**src/rtl/pmod_ssd_mux_axi_pkg.sv**
```systemverilog
// ============================================================================
// Module  : pmod_ssd_mux_axi_pkg
// Brief   : Register map, handshake states and decode helpers for the SSD mux.
// Revision: 1.0 - initial release
// ============================================================================
`default_nettype none

package pmod_ssd_mux_axi_pkg;

    localparam logic [2:0] C_REG_CTRL   = 3'd0;
    localparam logic [2:0] C_REG_DATA   = 3'd1;
    localparam logic [2:0] C_REG_DP     = 3'd2;
    localparam logic [2:0] C_REG_SCAN   = 3'd3;
    localparam logic [2:0] C_REG_BRIGHT = 3'd4;
    localparam logic [2:0] C_REG_RAWSEG = 3'd5;
    localparam logic [2:0] C_REG_STATUS = 3'd6;

    localparam int C_CTRL_EN    = 0;
    localparam int C_CTRL_BLINK = 1;
    localparam int C_CTRL_RAW   = 2;

    localparam logic [1:0] C_RESP_OKAY = 2'b00;

    typedef enum logic [1:0] {
        WR_IDLE   = 2'd0,
        WR_ACCEPT = 2'd1,
        WR_RESP   = 2'd2
    } wr_state_t;

    typedef enum logic [1:0] {
        RD_IDLE   = 2'd0,
        RD_ACCEPT = 2'd1,
        RD_DATA   = 2'd2
    } rd_state_t;

    // Segment order {g,f,e,d,c,b,a}, active-high.
    function automatic logic [6:0] hex_to_seg(input logic [3:0] nib);
        logic [6:0] s;
        case (nib)
            4'h0: s = 7'h3F;  4'h1: s = 7'h06;  4'h2: s = 7'h5B;  4'h3: s = 7'h4F;
            4'h4: s = 7'h66;  4'h5: s = 7'h6D;  4'h6: s = 7'h7D;  4'h7: s = 7'h07;
            4'h8: s = 7'h7F;  4'h9: s = 7'h6F;  4'hA: s = 7'h77;  4'hB: s = 7'h7C;
            4'hC: s = 7'h39;  4'hD: s = 7'h5E;  4'hE: s = 7'h79;  default: s = 7'h71;
        endcase
        return s;
    endfunction

    function automatic logic [31:0] apply_wstrb(input logic [31:0] old_val,
                                                input logic [31:0] wdata,
                                                input logic [3:0]  strb);
        logic [31:0] v;
        v = old_val;
        for (int b = 0; b < 4; b++) begin
            if (strb[b]) v[8*b +: 8] = wdata[8*b +: 8];
        end
        return v;
    endfunction

endpackage

`default_nettype wire

```
**src/rtl/pmod_ssd_mux_axi_scan.sv**
```systemverilog
// ============================================================================
// Module  : pmod_ssd_mux_axi_scan
// Brief   : Digit scan prescaler, PWM dimming, blink and registered decode.
// Revision: 1.0 - initial release
// ============================================================================
`default_nettype none

module pmod_ssd_mux_axi_scan
    import pmod_ssd_mux_axi_pkg::*;
#(
    parameter int NUM_DIGITS     = 4,
    parameter int BLINK_TICKS    = 250,
    parameter int SEG_ACTIVE_LOW = 0,
    parameter int DIG_ACTIVE_LOW = 0
) (
    input  logic                  clk,
    input  logic                  rst,
    input  logic                  en,
    input  logic                  blink_en,
    input  logic                  raw_mode,
    input  logic [31:0]           data,
    input  logic [7:0]            dp_mask,
    input  logic [15:0]           scan_div,
    input  logic [3:0]            bright,
    input  logic [31:0]           rawseg,
    input  logic                  restart,
    output logic [6:0]            seg,
    output logic                  dp,
    output logic [NUM_DIGITS-1:0] dig,
    output logic [2:0]            digit_idx,
    output logic                  blink_phase
);

    localparam int   BW        = (BLINK_TICKS > 1) ? $clog2(BLINK_TICKS) : 1;
    localparam logic C_SEG_INV = (SEG_ACTIVE_LOW != 0);
    localparam logic C_DIG_INV = (DIG_ACTIVE_LOW != 0);

    logic [15:0]           r_presc;
    logic [2:0]            r_idx;
    logic [3:0]            r_pwm;
    logic [BW-1:0]         r_bcnt;
    logic                  r_phase;
    logic [6:0]            r_seg;
    logic                  r_dp;
    logic [NUM_DIGITS-1:0] r_dig;

    logic [15:0]           w_div_last;
    logic                  w_tick;
    logic [6:0]            w_seg;
    logic [6:0]            w_raw;
    logic                  w_lit;

    // SCAN_DIV of 0 behaves as 1: terminal count is 0 in both cases.
    assign w_div_last = (scan_div == 16'd0) ? 16'd0 : scan_div - 16'd1;
    assign w_tick     = !restart && (r_presc >= w_div_last);

    assign w_raw = r_idx[2] ? 7'd0 : rawseg[{r_idx[1:0], 3'b000} +: 7];
    assign w_seg = raw_mode ? w_raw : hex_to_seg(data[{r_idx, 2'b00} +: 4]);
    assign w_lit = en && (r_pwm <= bright) && !(blink_en && r_phase);

    always_ff @(posedge clk) begin
        if (rst) begin
            r_presc <= '0;
            r_idx   <= '0;
            r_pwm   <= '0;
            r_bcnt  <= '0;
            r_phase <= 1'b0;
            r_seg   <= {7{C_SEG_INV}};
            r_dp    <= C_SEG_INV;
            r_dig   <= {NUM_DIGITS{C_DIG_INV}};
        end else begin
            r_pwm <= r_pwm + 4'd1;
            if (restart || w_tick) r_presc <= '0;
            else                   r_presc <= r_presc + 16'd1;
            if (w_tick) begin
                r_idx <= (r_idx == 3'(NUM_DIGITS - 1)) ? 3'd0 : r_idx + 3'd1;
                if (r_bcnt == BW'(BLINK_TICKS - 1)) begin
                    r_bcnt  <= '0;
                    r_phase <= ~r_phase;
                end else begin
                    r_bcnt <= r_bcnt + BW'(1);
                end
            end
            r_seg <= (w_lit ? w_seg : 7'd0) ^ {7{C_SEG_INV}};
            r_dp  <= (w_lit & dp_mask[r_idx]) ^ C_SEG_INV;
            r_dig <= (w_lit ? (NUM_DIGITS'(1) << r_idx) : '0) ^ {NUM_DIGITS{C_DIG_INV}};
        end
    end

    assign seg         = r_seg;
    assign dp          = r_dp;
    assign dig         = r_dig;
    assign digit_idx   = r_idx;
    assign blink_phase = r_phase;

endmodule

`default_nettype wire

```
**src/rtl/pmod_ssd_mux_axi.sv**
```systemverilog
// ============================================================================
// Module  : pmod_ssd_mux_axi
// Brief   : AXI4-Lite register slave for an N-digit multiplexed 7-seg display.
// Revision: 1.0 - initial release
// ============================================================================
`default_nettype none

module pmod_ssd_mux_axi
    import pmod_ssd_mux_axi_pkg::*;
#(
    parameter int          NUM_DIGITS     = 4,
    parameter logic [15:0] SCAN_DIV_RST   = 16'd50000,
    parameter int          BLINK_TICKS    = 250,
    parameter int          SEG_ACTIVE_LOW = 0,
    parameter int          DIG_ACTIVE_LOW = 0
) (
    input  logic                  ACLK,
    input  logic                  ARESET,
    input  logic [4:0]            S_AXI_AWADDR,
    input  logic                  S_AXI_AWVALID,
    output logic                  S_AXI_AWREADY,
    input  logic [31:0]           S_AXI_WDATA,
    input  logic [3:0]            S_AXI_WSTRB,
    input  logic                  S_AXI_WVALID,
    output logic                  S_AXI_WREADY,
    output logic [1:0]            S_AXI_BRESP,
    output logic                  S_AXI_BVALID,
    input  logic                  S_AXI_BREADY,
    input  logic [4:0]            S_AXI_ARADDR,
    input  logic                  S_AXI_ARVALID,
    output logic                  S_AXI_ARREADY,
    output logic [31:0]           S_AXI_RDATA,
    output logic [1:0]            S_AXI_RRESP,
    output logic                  S_AXI_RVALID,
    input  logic                  S_AXI_RREADY,
    output logic [6:0]            seg,
    output logic                  dp,
    output logic [NUM_DIGITS-1:0] dig
);

    wr_state_t             r_wr_state, w_wr_next;
    rd_state_t             r_rd_state, w_rd_next;
    logic [2:0]            r_ctrl;
    logic [31:0]           r_data;
    logic [NUM_DIGITS-1:0] r_dp;
    logic [15:0]           r_scan_div;
    logic [3:0]            r_bright;
    logic [31:0]           r_rawseg;
    logic [31:0]           r_rdata;

    logic [2:0]            w_idx;
    logic                  w_phase;
    logic [2:0]            w_wr_sel;
    logic [31:0]           w_wr_val;
    logic                  w_wr_en;
    logic                  w_restart;
    logic                  w_unused;

    function automatic logic [31:0] reg_view(input logic [2:0] sel);
        logic [31:0] v;
        case (sel)
            C_REG_CTRL:   v = {29'd0, r_ctrl};
            C_REG_DATA:   v = r_data;
            C_REG_DP:     v = 32'(r_dp);
            C_REG_SCAN:   v = {16'd0, r_scan_div};
            C_REG_BRIGHT: v = {28'd0, r_bright};
            C_REG_RAWSEG: v = r_rawseg;
            C_REG_STATUS: v = {23'd0, w_phase, 5'd0, w_idx};
            default:      v = '0;
        endcase
        return v;
    endfunction

    always_ff @(posedge ACLK) begin
        if (ARESET) begin
            r_wr_state <= WR_IDLE;
            r_rd_state <= RD_IDLE;
        end else begin
            r_wr_state <= w_wr_next;
            r_rd_state <= w_rd_next;
        end
    end

    // Ready is a registered one-cycle pulse; the master holds VALID through it.
    always_comb begin
        w_wr_next     = r_wr_state;
        S_AXI_AWREADY = 1'b0;
        S_AXI_WREADY  = 1'b0;
        S_AXI_BVALID  = 1'b0;
        case (r_wr_state)
            WR_IDLE:   if (S_AXI_AWVALID && S_AXI_WVALID) w_wr_next = WR_ACCEPT;
            WR_ACCEPT: begin
                S_AXI_AWREADY = 1'b1;
                S_AXI_WREADY  = 1'b1;
                w_wr_next     = WR_RESP;
            end
            WR_RESP: begin
                S_AXI_BVALID = 1'b1;
                if (S_AXI_BREADY) w_wr_next = WR_IDLE;
            end
            default:   w_wr_next = WR_IDLE;
        endcase
    end

    always_comb begin
        w_rd_next     = r_rd_state;
        S_AXI_ARREADY = 1'b0;
        S_AXI_RVALID  = 1'b0;
        case (r_rd_state)
            RD_IDLE:   if (S_AXI_ARVALID) w_rd_next = RD_ACCEPT;
            RD_ACCEPT: begin
                S_AXI_ARREADY = 1'b1;
                w_rd_next     = RD_DATA;
            end
            RD_DATA: begin
                S_AXI_RVALID = 1'b1;
                if (S_AXI_RREADY) w_rd_next = RD_IDLE;
            end
            default:   w_rd_next = RD_IDLE;
        endcase
    end

    assign w_wr_sel  = S_AXI_AWADDR[4:2];
    assign w_wr_en   = (r_wr_state == WR_ACCEPT) && S_AXI_AWVALID && S_AXI_WVALID;
    assign w_wr_val  = apply_wstrb(reg_view(w_wr_sel), S_AXI_WDATA, S_AXI_WSTRB);
    assign w_restart = w_wr_en && (w_wr_sel == C_REG_SCAN);
    assign w_unused  = ^{S_AXI_AWADDR[1:0], S_AXI_ARADDR[1:0]};

    always_ff @(posedge ACLK) begin
        if (ARESET) begin
            r_ctrl     <= '0;
            r_data     <= '0;
            r_dp       <= '0;
            r_scan_div <= SCAN_DIV_RST;
            r_bright   <= 4'hF;
            r_rawseg   <= '0;
        end else if (w_wr_en) begin
            case (w_wr_sel)
                C_REG_CTRL:   r_ctrl     <= w_wr_val[2:0];
                C_REG_DATA:   r_data     <= w_wr_val;
                C_REG_DP:     r_dp       <= w_wr_val[NUM_DIGITS-1:0];
                C_REG_SCAN:   r_scan_div <= w_wr_val[15:0];
                C_REG_BRIGHT: r_bright   <= w_wr_val[3:0];
                C_REG_RAWSEG: r_rawseg   <= w_wr_val;
                default:      ;
            endcase
        end
    end

    // Captured on the same edge a write lands, so a concurrent read sees the old value.
    always_ff @(posedge ACLK) begin
        if (ARESET)                      r_rdata <= '0;
        else if (r_rd_state == RD_ACCEPT) r_rdata <= reg_view(S_AXI_ARADDR[4:2]);
    end

    assign S_AXI_RDATA = r_rdata;
    assign S_AXI_BRESP = C_RESP_OKAY;
    assign S_AXI_RRESP = C_RESP_OKAY;

    pmod_ssd_mux_axi_scan #(
        .NUM_DIGITS     (NUM_DIGITS),
        .BLINK_TICKS    (BLINK_TICKS),
        .SEG_ACTIVE_LOW (SEG_ACTIVE_LOW),
        .DIG_ACTIVE_LOW (DIG_ACTIVE_LOW)
    ) u_scan (
        .clk         (ACLK),
        .rst         (ARESET),
        .en          (r_ctrl[C_CTRL_EN]),
        .blink_en    (r_ctrl[C_CTRL_BLINK]),
        .raw_mode    (r_ctrl[C_CTRL_RAW]),
        .data        (r_data),
        .dp_mask     (8'(r_dp)),
        .scan_div    (r_scan_div),
        .bright      (r_bright),
        .rawseg      (r_rawseg),
        .restart     (w_restart),
        .seg         (seg),
        .dp          (dp),
        .dig         (dig),
        .digit_idx   (w_idx),
        .blink_phase (w_phase)
    );

endmodule

`default_nettype wire
```
**config.mk**
```make
export PLATFORM = sky130hd
export DESIGN_NAME = pmod_ssd_mux_axi
export DESIGN_NICKNAME = d
export VERILOG_FILES = /design/src/rtl/pmod_ssd_mux_axi_pkg.sv /design/src/rtl/pmod_ssd_mux_axi_scan.sv /design/src/rtl/pmod_ssd_mux_axi.sv
export SDC_FILE = /design/constraint.sdc
export NUM_CORES = 1
export LEC_CHECK = 0
export CAP_MARGIN = 15
export CORE_ASPECT_RATIO = 1.75
export CORE_MARGIN = 2
export CORE_UTILIZATION = 51
export CTS_CLUSTER_DIAMETER = 120
export DETAILED_ROUTE_END_ITERATION = 8
export HOLD_SLACK_MARGIN = 0.15
export MAX_ROUTING_LAYER = met4
export PLACE_DENSITY = 0.76
export SLEW_MARGIN = 20
export SYNTH_ARGS = -nofsm -noshare
export SYNTH_HDL_FRONTEND = slang
export SYNTH_SLANG_ARGS = --single-unit
```
**constraint.sdc**
```tcl
create_clock -name ACLK -period 3.6 [get_ports ACLK]
set_input_delay 0.54 -clock ACLK [delete_from_list [all_inputs] [get_ports ACLK]]
set_output_delay 0.54 -clock ACLK [all_outputs]
set_load 0.03 [all_outputs]
```
After elaboration in Yosys (flattened, before gate mapping)
Memories as Yosys holds them, arrays and structs flattened. Index checks and enable logic that the tools add are counted.

Register bits: 171. Bits in read-only memories: 112. Output and inout bits: 53. Logic and storage cells: 103. Memories kept: 1.

$add $sub $neg: 5. Order comparisons: 3. Equality and inequality tests: 21. Shift operators: 3. Mux-type cells: 23. Bitwise operators: 3. Reduce and logical (&&, ||, !) cells: 27.

Memory list: (no name shown) (depth 16, bits a word 7, read ports 1, clocked after Yosys merged registers in 0, wr ports 0, line pmod_ssd_mux_axi_pkg.sv:39) `case (nib)`.

Operators with widths (number): $pmux 32 s7 (1); $pmux 32 s5 (1); $mux 8 (5); $shiftx 32x6->4 (1); $shiftx 32x6->7 (1); $reduce_and 2->1 (9); $add 16x1->16 const B (1); $ge 16x16->1 (1); $logic_not 16->1 (1); $mux 16 (1); $sub 16x1->16 const B (1); $eq 3x2->1 const B (5); $eq 3x3->1 const B (5); $mux 7 (2); $pmux 2 s3 (2); $add 8x1->8 const B (1); $eq 8x8->1 const B (1); $logic_and 1x1->1 (8); $mux 2 (4); $ne 2x2->1 const B (4); $eq 3x1->1 const B (2); $logic_not 3->1 (2); $mux 1 (5); $add 4x1->4 const B (1); other kinds (14) (20).

Logic depth before layout (Yosys ltp)
Depth in word-level cells: 8. Mapped depth: 16. Gate-level depth less buffers: 13.

Modules after synthesis
From an unflattened synthesis, not the netlist that was laid out.

Cells, all modules: 1076. Area total of the unflattened synthesis: 9673.0 µm².

By module, submodules not included: pmod_ssd_mux_axi (instances 1, cells an instance 687, area an instance 6113.4 µm², sequential area each 2542.4 µm²); pmod_ssd_mux_axi_scan (instances 1, cells an instance 389, area an instance 3559.7 µm², sequential area each 880.8 µm²).

Least setup slack after synthesis
Ideal clock, no wire load.

Path type: register to register. From: register r_scan_div[2]. To: register u_scan.r_idx[0] (netlist: u_scan.digit_idx[0]). Arrival time: 3.423 ns. Path slack: 0.050 ns. Cell stages (with the launch flop): 17. Path through: dfxtp_1 -> clkbuf_1 -> nor3_1 -> and3_1 -> clkbuf_1 -> nand2_1 -> nor4_1 -> xor2_1 -> nand2_1 -> ha_1 -> nand4_1 -> nor3_2 -> or4b_4 -> a31oi_4 -> buf_6 -> mux2i_1 -> nor2_1.

Word-level cells in the longest chain between the ends: 4.

Ends and longest elaborated chain: start, declared (line pmod_ssd_mux_axi.sv:46) `logic [15:0] r_scan_div;`; start signal, assigned (line pmod_ssd_mux_axi.sv:142) `C_REG_SCAN: r_scan_div <= w_wr_val[15:0];`; $sub 16x1->16 or $logic_not 16->1 (tied branches) (line pmod_ssd_mux_axi_scan.sv:54) `assign w_div_last = (scan_div == 16'd0) ? 16'd0 : scan_div - 16'd1;`; $mux 16 * (line pmod_ssd_mux_axi_scan.sv:54); $ge 16x16->1 * (line pmod_ssd_mux_axi_scan.sv:55) `assign w_tick = !restart && (r_presc >= w_div_last);`; $logic_and 1x1->1 * (line pmod_ssd_mux_axi_scan.sv:55); end signal, assigned (line pmod_ssd_mux_axi_scan.sv:76) `r_idx <= (r_idx == 3'(NUM_DIGITS - 1)) ? 3'd0 : r_idx + 3'd1;`; end, declared (line pmod_ssd_mux_axi_scan.sv:39) `logic [2:0] r_idx;`.

Every way passes the cells marked *; elsewhere a longest branch is shown, timed or not. A chain may end at the register's enable or synchronous reset.

Worst setup path in the final report
From: register r_scan_div[8]. To: register u_scan.r_phase (netlist: u_scan.blink_phase).

Word-level cells in the longest chain between the ends: 5.

Ends and longest elaborated chain: $sub 16x1->16 or $logic_not 16->1 (tied branches) (line pmod_ssd_mux_axi_scan.sv:54); $mux 16 * (line pmod_ssd_mux_axi_scan.sv:54); $ge 16x16->1 * (line pmod_ssd_mux_axi_scan.sv:55); $logic_and 1x1->1 * (line pmod_ssd_mux_axi_scan.sv:55); $reduce_and 2->1 (no source line) *; end signal, assigned (line pmod_ssd_mux_axi_scan.sv:79) `r_phase <= ~r_phase;`; end, declared (line pmod_ssd_mux_axi_scan.sv:42) `logic r_phase;`.

Marked as above.

==> out/metrics.cfg <==
[routing]
wl_per_cell_um=18.76
firstDrtPassIters=6
wl_um=26150
drc_errors=0
ant_nets=0
viasPerCell=6.004
drtIter0Drc=504
num_vias=8369

[sta]
fin_ws_ns=0.03337
worst_slew_pin_slew_ns=0.8545
relSlewSlack_pct=42.51
finClkSkew_ns=0.008233
fmax_mhz=280.4
slew_viol_final=0
rsz0062_at_grt=yes
hold_viol_final=0
final-setup-viol-count=0
finalCritPeriodShare_pct=99.07
period_needed_ns=3.567

[global_route]
grt_max_degree=77
grt_pass1_vias=8099
grt_pass1_wl_um=41280
antenna_found_initial=0
grt_overflow_total=0
track_usage_pct=28.08

[floorplan]
ios=106
die_h_um=181.7
die_area_um2=19170
core_um2=17890
die_w_um=105.5
start_util_pct=51.42
fp-row-count=65

[power_and_ir_drop]
p_leak_uw=0.004297
p_sw_share_pct=23.61
power_frac_seq_pct=45.3
cellInternalPower_uw=3236
pwr-share-comb_pct=7.5
p_sw_uw=1000
power_density_nw_per_um2=374.9
ir_worst_vdd_v=0.0002955
p_clk_share_pct=47.2

[worst_setup_path]
path_cells=nor4_4 > nor2b_4 > nand2_2 > nor4_4 > xor2_1 > nand2_1 > ha_4 > nand4_1 > nor3_2 > or4b_4 > a31oi_4 > buf_12 > buf_4 > a21oi_1 > a31o_2
criticalPathCategory=flip-flop to flip-flop
ff2ff_path_depth=15
worst-path-stages=15
worstSetupEndpointType=flip-flop
critical-path-slowest-cell=or4b_4
crit_arrival_ns=3.91
critPathTopFamily=simple AND/OR/NAND/NOR gates
path_buf_inv=2
cp_slowest_stage_delay_ns=0.52
startpoint_type=flip-flop
required_ns=3.94
cp_common_cell=nor4_4
cp_max_fo=6

[clock_tree]
cts.sinks=171
cts_tree=yes
cts.path.max_buffers=2
holdBufCountCts=0
cts_root_buf=clkbuf_16
htree_levels=4
cts-buffers-inserted=17
cts.clk_slew.worst_paths_ns=0.07
clk_latency_ns=0.44

[cells_and_area]
nets=1235
drive_above_1_share_pct=14.22
area_delta_synth_final_pct=22.81
num_antenna_cells=0
stdcell_area_um2=11300

[synthesis]
ys.flop_type=dfxtp_1
synth.cell_area_um2=9200
ys_warn_count=0
syn_area_per_cell_um2=8.655
synthTopCellsByCount=dfxtp_1 (171), nor2_1 (166), nand2_1 (83)
synth-edff-count=0
syn_inst=1063
async_flop_share_pct=0
synth.area.top_cells=dfxtp_1 (37%), nor2_1 (6.8%), a211oi_1 (5.9%), a22oi_1 (5.5%), mux2_2 (4.8%)
ys_seq_area_share_pct=37.21
synth_most_common_cell=dfxtp_1
yosysUniqueCellTypes=63
synth_top_area_share_pct=37.21
synth_top_area_cell=dfxtp_1
synth_seq_cells=171

[placement]
gp_congestion=0.8849
post-place-ws_ns=-0.2100
io_buffers=97
dp_hpwl_um=18860
placed_cell_area_um2=10480

[worst_hold_path]
whs_path_depth=1
min_path_type=flip-flop to flip-flop

[run_status]
status=completed

[flow_run]
maxCapViolCount=0

## cells in the final DEF, fill, tap and decap left out, drive strengths merged, types with 7 or more instances in the layout
cell / n
nor3: 11
xnor2: 11
inv: 29
nor2b: 14
clkdlybuf4s50: 95
a21oi: 33
nand4: 11
mux4: 14
buf: 56
mux2i: 43
mux2: 39
xor2: 18
o211ai: 7
nand2: 83
nor2: 166
o21ai: 49
dfxtp: 171
nand3: 21
a22oi: 68
clkbuf: 20
and3: 9
ha: 34
nand2b: 8
a211oi: 72
## metrics by stage
stage	util [%]	TNS, ns	hold slack, ns	std cells	total power (µW)
5_1_grt	63.15	-0.6267	0.4660	1394	4349
4_1_cts	62.45	0	0.4373	1390	4252
2_1_floorplan	-	0	0.4057	1066	2150
3_5_place_dp	58.59	-1.561	0.4275	1357	2275
6_report	63.15	0	0.4343	1394	4236
3_3_place_gp	58.59	-0.8552	0.4170	1357	2272
## repair_timing
item                                    in CTS  in global routing
setup buffers                                2                  3
gates cloned                                 0                  1
pin swaps                                    1                 10
gates resized for setup                      4                 15
endpoints found under the setup margin      12                 12
## metal layers
layer	GRT usage, %	vias to the layer above	wire, µm	part of all wire (%)
li1	-	4011	-	-
met1	29.32	3973	9776	37
met2	49.39	290	13750	53
met3	4.487	95	1166	4.5
met4	16.37	0	1463	5.6
met5	-	-	0	0
## sequential cells by signal, indices dropped and copies added, names as in the netlist
name	flops
S_AXI_RDATA	32
r_bright	4
r_ctrl	3
r_data	32
r_dp	4
r_rawseg	32
r_rd_state	2
r_scan_div	16
r_wr_state	2
u_scan.blink_phase	1
u_scan.dig	4
u_scan.digit_idx	3
u_scan.dp	1
u_scan.r_bcnt	8
u_scan.r_presc	16
u_scan.r_pwm	4
u_scan.seg	7
## logic make-up after synthesis
group           after synthesis  share of synthesized area [%]
other cells                   1                        0.04076
compound gates              265                          19.98
mux                          96                          12.88
xor+xnor                     29                          2.761
simple gates                351                          17.30
buf+inv                     116                          5.209
flops                       171                          37.21
fa+ha+maj                    34                          4.624
## power by group through the flow
stage          clock, µW  combinational [µW]  sequential, µW
6_report            2000                 318            1920
5_1_grt             2090                 341            1920
4_1_cts             2020                 314            1920
3_5_place_dp           0                 313            1960
3_3_place_gp           0                 310            1960
2_1_floorplan          0                 187            1960
## area by class of cell
class,count,area [µm²]
Tap cell,234,292.8
Clock buffer,19,452.9
Inverter,27,101.3
Timing Repair Buffer,152,1430
Fill cell,1527,6594
Sequential cell,171,3426
Multi-Input combinational cell,779,5410
Clock inverter,12,185.2
## worst reg2reg max path, delay by kind of cell, from the launching register on
kind	cells	cell delay, ns
buf+inv	2	0.27
fa+ha+maj	1	0.28
compound gates	3	0.51
simple gates	8	1.91
flops	1	0.33
xor+xnor	1	0.17
## final timing paths
kind,start,end,slack (ns)
min reg2reg,r_rd_state[1]$_SDFFE_PP0P_,r_rd_state[0]$_SDFFE_PP0P_,0.43
max,r_scan_div[8]$_SDFFE_PP1P_,u_scan.blink_phase$_SDFFE_PP0P_,0.03
max reg2reg,r_scan_div[8]$_SDFFE_PP1P_,u_scan.blink_phase$_SDFFE_PP0P_,0.03
min,r_rd_state[1]$_SDFFE_PP0P_,r_rd_state[0]$_SDFFE_PP0P_,0.43
(Power assumes the default switching activity.)
